`config.mk`:
```
export PLATFORM = sky130hd
export DESIGN_NAME = fifo_sync_circular_flags
export DESIGN_NICKNAME = d
export VERILOG_FILES = /design/src/rtl/fifo_sync_circular_flags.sv
export SDC_FILE = /design/constraint.sdc
export NUM_CORES = 1
export LEC_CHECK = 0
export CAP_MARGIN = 25
export CORE_MARGIN = 10
export CORE_UTILIZATION = 44
export DETAILED_ROUTE_END_ITERATION = 16
export SYNTH_ARGS = -nofsm -noshare
export SYNTH_HDL_FRONTEND = slang
export SYNTH_SLANG_ARGS = --single-unit
```
`constraint.sdc`:
```
create_clock -name clk -period 2.6 [get_ports clk]
set_input_delay 0.52 -clock clk [delete_from_list [all_inputs] [get_ports clk]]
set_output_delay 0.52 -clock clk [all_outputs]
set_load 0.005 [all_outputs]
```
`src/rtl/fifo_sync_circular_flags.sv`:
```
// fifo_sync_circular_flags
//
// Single-clock circular FIFO. It keeps its fill level in a dedicated counter
// and drives every status flag from a register. The flags are computed from
// the next level, so they always agree with level_out in the same cycle.
//
// Optional build macro:
//   FIFO_SYNC_FWFT_EN  When defined, the FIFO runs in first-word-fall-through
//                      mode: data_read_out shows memory[rd_ptr] whenever the
//                      FIFO is not empty, and read_in pops that head word.
//                      When undefined (the default), each accepted read
//                      registers the head word, which appears one cycle later.
//
// Parameters:
//   WIDTH          data word width in bits (>= 1)
//   DEPTH          number of entries (a power of two, >= 2)
//   AFULL_THRESH   almost_full_out is asserted when level >= AFULL_THRESH (1..DEPTH)
//   AEMPTY_THRESH  almost_empty_out is asserted when level <= AEMPTY_THRESH (0..DEPTH-1)
//
// Ports:
//   clk               clock; all state changes on the rising edge
//   rst_in            asynchronous, active-high reset
//   flush_in          synchronous flush; takes priority over read and write
//   clear_err_in      synchronous clear of the sticky error flags
//   write_in          write request
//   data_write_in     write data
//   read_in           read request
//   data_read_out     read data (registered, or the head word in FWFT mode)
//   full_out          level == DEPTH
//   empty_out         level == 0
//   almost_full_out   level >= AFULL_THRESH
//   almost_empty_out  level <= AEMPTY_THRESH
//   level_out         number of stored words
//   overflow_out      sticky: a write was attempted while full and was not accepted
//   underflow_out     sticky: a read was attempted while empty

module fifo_sync_circular_flags #(
  parameter int unsigned WIDTH         = 8,
  parameter int unsigned DEPTH         = 16,
  parameter int unsigned AFULL_THRESH  = 12,
  parameter int unsigned AEMPTY_THRESH = 4
) (
  input  logic                     clk,
  input  logic                     rst_in,
  input  logic                     flush_in,
  input  logic                     clear_err_in,
  input  logic                     write_in,
  input  logic [WIDTH-1:0]         data_write_in,
  input  logic                     read_in,
  output logic [WIDTH-1:0]         data_read_out,
  output logic                     full_out,
  output logic                     empty_out,
  output logic                     almost_full_out,
  output logic                     almost_empty_out,
  output logic [$clog2(DEPTH):0]   level_out,
  output logic                     overflow_out,
  output logic                     underflow_out
);

  localparam int unsigned PtrW   = $clog2(DEPTH);
  localparam int unsigned LevelW = PtrW + 1;

  typedef logic [PtrW-1:0]   ptr_t;
  typedef logic [LevelW-1:0] level_t;

  localparam level_t LevelFull   = level_t'(DEPTH);
  localparam level_t LevelAfull  = level_t'(AFULL_THRESH);
  localparam level_t LevelAempty = level_t'(AEMPTY_THRESH);

  // Reject configurations that would break pointer wrap or the flag thresholds.
  if (DEPTH < 2 || (DEPTH & (DEPTH - 1)) != 0) begin : g_bad_depth
    $error("DEPTH must be a power of two and at least 2");
  end
  if (WIDTH < 1) begin : g_bad_width
    $error("WIDTH must be at least 1");
  end
  if (AFULL_THRESH < 1 || AFULL_THRESH > DEPTH) begin : g_bad_afull
    $error("AFULL_THRESH must lie in 1..DEPTH");
  end
  if (AEMPTY_THRESH > DEPTH - 1) begin : g_bad_aempty
    $error("AEMPTY_THRESH must lie in 0..DEPTH-1");
  end

  // Storage. It is not reset, so its contents are undefined after reset.
  logic [WIDTH-1:0] mem_q [DEPTH];

  ptr_t   wr_ptr_q, wr_ptr_d;
  ptr_t   rd_ptr_q, rd_ptr_d;
  level_t level_q,  level_d;

  logic full_q,   full_d;
  logic empty_q,  empty_d;
  logic afull_q,  afull_d;
  logic aempty_q, aempty_d;
  logic ovf_q,    ovf_d;
  logic udf_q,    udf_d;

  logic rd_accept;
  logic wr_accept;
  logic ovf_event;
  logic udf_event;

  // Request qualification. A flush suppresses both transfers and both error
  // events in the same cycle. A write to a full FIFO still succeeds if a read
  // is accepted in the same cycle, because that read frees a slot.
  always_comb begin
    rd_accept = read_in && !empty_q && !flush_in;
    wr_accept = write_in && !flush_in && (!full_q || rd_accept);
    ovf_event = write_in && !flush_in && full_q && !rd_accept;
    udf_event = read_in && !flush_in && empty_q;
  end

  // Next-state computation for the pointers, the level and the flags.
  always_comb begin
    wr_ptr_d = wr_ptr_q;
    rd_ptr_d = rd_ptr_q;
    level_d  = level_q;

    if (flush_in) begin
      wr_ptr_d = '0;
      rd_ptr_d = '0;
      level_d  = '0;
    end else begin
      // DEPTH is a power of two, so the pointers wrap without a compare.
      if (wr_accept) begin
        wr_ptr_d = wr_ptr_q + ptr_t'(1);
      end
      if (rd_accept) begin
        rd_ptr_d = rd_ptr_q + ptr_t'(1);
      end
      unique case ({wr_accept, rd_accept})
        2'b10:   level_d = level_q + level_t'(1);
        2'b01:   level_d = level_q - level_t'(1);
        default: level_d = level_q;
      endcase
    end

    // The flags follow the next level, so they never lag level_out.
    full_d   = (level_d == LevelFull);
    empty_d  = (level_d == '0);
    afull_d  = (level_d >= LevelAfull);
    aempty_d = (level_d <= LevelAempty);

    // Sticky error flags. A new event wins over a clear in the same cycle.
    ovf_d = (ovf_q && !clear_err_in) || ovf_event;
    udf_d = (udf_q && !clear_err_in) || udf_event;
  end

  always_ff @(posedge clk or posedge rst_in) begin
    if (rst_in) begin
      wr_ptr_q <= '0;
      rd_ptr_q <= '0;
      level_q  <= '0;
      full_q   <= 1'b0;
      empty_q  <= 1'b1;
      afull_q  <= 1'b0;
      aempty_q <= 1'b1;
      ovf_q    <= 1'b0;
      udf_q    <= 1'b0;
    end else begin
      wr_ptr_q <= wr_ptr_d;
      rd_ptr_q <= rd_ptr_d;
      level_q  <= level_d;
      full_q   <= full_d;
      empty_q  <= empty_d;
      afull_q  <= afull_d;
      aempty_q <= aempty_d;
      ovf_q    <= ovf_d;
      udf_q    <= udf_d;
    end
  end

  always_ff @(posedge clk) begin
    if (wr_accept) begin
      mem_q[wr_ptr_q] <= data_write_in;
    end
  end

`ifdef FIFO_SYNC_FWFT_EN
  // The head word is shown continuously. Its value is meaningless while empty.
  assign data_read_out = mem_q[rd_ptr_q];
`else
  logic [WIDTH-1:0] rdata_q;

  // The word appears one cycle after it is read, and is held between reads.
  always_ff @(posedge clk or posedge rst_in) begin
    if (rst_in) begin
      rdata_q <= '0;
    end else if (rd_accept) begin
      rdata_q <= mem_q[rd_ptr_q];
    end
  end

  assign data_read_out = rdata_q;
`endif

  assign full_out         = full_q;
  assign empty_out        = empty_q;
  assign almost_full_out  = afull_q;
  assign almost_empty_out = aempty_q;
  assign level_out        = level_q;
  assign overflow_out     = ovf_q;
  assign underflow_out    = udf_q;

endmodule

```
==> impl_metrics.csv <==
group,metric,value,unit
placement,place_congestion,0.777,
worst_setup_path,end_kind,"flop",
floorplanning,start_util,45.3,%
worst_setup_path,critPathMaxFanout,4,
global_routing,grt_pass1_wl,20500,µm
finish,syn_to_final_growth,23.0,%
floorplanning,pin_count,33,
finish,nFillCells,1067,
clocking,cts_root_buf,"clkbuf_16",
route,drc_errors,0,
synthesis,ys_top_cells_by_area,"edfxtp_1 (60%), mux4_2 (11%), dfrtp_1 (9.8%)",
sta,finalCriticalPeriod,2.44,ns
placement,pre_cts_ws,-0.469,ns
global_routing,grt_max_degree,36,
worst_setup_path,cp.arrival,2.76,ns
global_routing,grt-ovfl-total,0,
sta,slew_headroom,59.0,%
sta,setup_violations,0,
synthesis,synth_edf_count,128,
global_routing,busiest_layer,"met2",
global_routing,grt_pass1_vias,3429,
finish,drive_gt1_share,28.8,%
clocking,cts.sinks,155,
global_routing,antenna_found_initial,0,
run_status,status,"complete, no violations",
clocking,cts_tree,"built",
global_routing,gr-usage-met3,3.65,%
job,maxCapViolations,0,
sta,fmax,410,MHz
sta,setup_ws,0.159,ns
synthesis,syn_nets,370,
floorplanning,die_h,140,µm
synthesis,synth-seq-cells,155,
synthesis,async_flop_share,17.4,%
pwr,vdd_drop_max,590,µV
global_routing,met2_usage,20.9,%
worst_setup_path,start_kind,"flop",
floorplanning,num_rows,43,
synthesis,yosysMostFrequentCell,"edfxtp_1",
route,wl,13000,µm
global_routing,grt_util_met1,18.6,%
clocking,clkTransAtPathRegs,0.06,ns
pwr,p_leak,2.65,nW
route,vias,3338,
synthesis,synthDistinctLibCells,47,
finish,nets,436,
synthesis,synth_top_area_cell,"edfxtp_1",
clocking,h-tree-depth,4,
sta,fin_crit_sh,93.9,%
clocking,clk_latency,0.42,ns
sta,rsz0062_at_grt,"no",
clocking,cts.path.max_buffers,2,
floorplanning,die_area,19700,µm²
global_routing,grt_usage,13.8,%
synthesis,syn_avg_cell_area,18.3,µm²
synthesis,synthCells,348,
sta,drv_slew,0,
min_path,hold_path_class,"in -> async",
synthesis,synth_top_area_share,60.5,%
clocking,cts_buffers,17,
floorplanning,die_w,140,µm
route,firstDrtPassIters,4,
finish,diodes,0,
synthesis,netlist_area,6350,µm²
synthesis,synth-seq-area-share,71.2,%
sta,hold_viol_final,0,
route,viasPerCell,5.50,
route,final_antenna_net_count,0,
route,drtIter0Drc,249,
synthesis,synth_commonest_cells,"edfxtp_1 (128), mux4_2 (32), dfrtp_1 (25)",
worst_setup_path,path_class,"reg -> reg",
floorplanning,design.core.area,14000,µm²
route,wl_per_cell,21.4,µm
synthesis,synth_top_flop_cell,"edfxtp_1",
synthesis,yosys_warnings,0,
sta,fin_skew,0.00808,ns
pwr,power,6.10,mW
pwr,powerDensity,781,nW/µm²
placement,dp_hpwl,8130,µm
placement,numPortBuffers,32,
worst_setup_path,crit_required,2.91,ns
sta,worst_pin_slew,0.611,ns
==> where the power goes <==
| group | switching, mW | total, mW | internal [mW] | leakage, nW |
|---|---|---|---|---|
| Clock | 0.973 | 2.58 | 1.60 | 0.287 |
| Combinational | 0.288 | 0.659 | 0.371 | 0.854 |
| Sequential | 0.0703 | 2.86 | 2.79 | 1.51 |
==> cells by family (layout without fill, tap and decap cells) <==
logic type	Yosys count	in the layout	synth area share [%]
xor gates and xnor gates	9	9	1.24
DFF	155	155	71.2
AOI/OAI and AO/OA	35	35	4.06
adders and majority gates	8	8	1.58
and+or+nand+nor	60	60	5.30
buffers and inverters	31	110	2.32
muxes	50	50	14.4
==> metal layers <==
layer,routed length [µm],vias to the layer above
li1,-,1499
met1,5980,1769
met2,6350,66
met3,608,4
met4,68,0
met5,0,-
==> worst paths after layout <==
path	from	endpoint	slack, ns	cells past startpoint
max	empty_out$_DFF_PP1_	almost_full_out$_DFF_PP0_	0.16	11
max in group asynchronous	rst_in	empty_out$_DFF_PP1_	1.81	3
max reg2reg	empty_out$_DFF_PP1_	almost_full_out$_DFF_PP0_	0.16	11
min	rst_in	wr_ptr_q[0]$_DFFE_PP0P_	0.46	3
min reg2reg	data_read_out[7]$_DFFE_PP0P_	data_read_out[7]$_DFFE_PP0P_	0.52	2
min in group clk	write_in	overflow_out$_DFF_PP0_	0.46	3
==> through the flow <==
stage | TNS [ns] | instance area (µm²) | utilization, % | std cells | hold WS [ns]
after global placement | -2.01 | 7170 | 51.0 | 573 | 0.500
after floorplan | 0 | 6410 | - | 348 | 0.483
after CTS | 0 | 7790 | 55.5 | 606 | 0.470
after detailed placement | -2.37 | 7170 | 51.0 | 573 | 0.513
final | 0 | 7810 | 55.6 | 607 | 0.464
after global routing | 0 | 7810 | 55.6 | 607 | 0.476
==> flip-flops by register name (all words and copies together) (netlist names) <==
| name | flops |
|---|---|
| almost_empty_out | 1 |
| almost_full_out | 1 |
| data_read_out | 8 |
| empty_out | 1 |
| full_out | 1 |
| level_out | 5 |
| mem_q | 128 |
| overflow_out | 1 |
| rd_ptr_q | 4 |
| underflow_out | 1 |
| wr_ptr_q | 4 |
==> what timing repair did <==
| item | CTS | global route |
|---|---|---|
| pin swaps | 4 | 6 |
| resized for setup | 2 | 3 |
| buffers inserted | 1 | 1 |
| setup endpoints to repair | 1 | 4 |
| hold buffers | 0 | 0 |
==> layout make-up <==
cell class / instances / area [µm²] / area share (%)
repair buffers: 66 / 652 / 8.34
flip-flops and latches: 155 / 4520 / 57.9
clock buffers: 17 / 425 / 5.44
clock inverters: 15 / 196 / 2.51
multi-input cells: 162 / 1740 / 22.3
well taps: 180 / 225 / 2.88
inverters: 12 / 47.5 / 0.608
==> critical path, cell delays in order (launching register included) <==
cell and delay (ns):
dfstp_2 0.38, or3b_4 0.41, inv_4 0.07, ha_4 0.13
xor2_1 0.06, ha_2 0.20, buf_4 0.14, a2111oi_4 0.38
o21a_2 0.20, nor3_4 0.06, buf_4 0.15, a21o_1 0.14
==> layout by cell type (no fill, tap or decap), types with 3 or more instances in the layout <==
master / n
clkbuf_16: 17
nor3_1: 4
edfxtp_1: 128
xor2_1: 6
nor2_1: 19
o21ai_1: 7
clkinvlp_4: 5
buf_12: 6
mux4_2: 32
buf_4: 28
clkdlybuf4s50_1: 29
bufinv_16: 4
mux2i_1: 12
o31ai_1: 4
a22oi_1: 5
nand2_1: 10
inv_1: 9
and2_1: 4
dfrtp_1: 24
a21oi_1: 7
ha_1: 6
xnor2_1: 3
mux2_2: 5
nor4_1: 5
No activity file was read; power rests on OpenSTA's default activity.
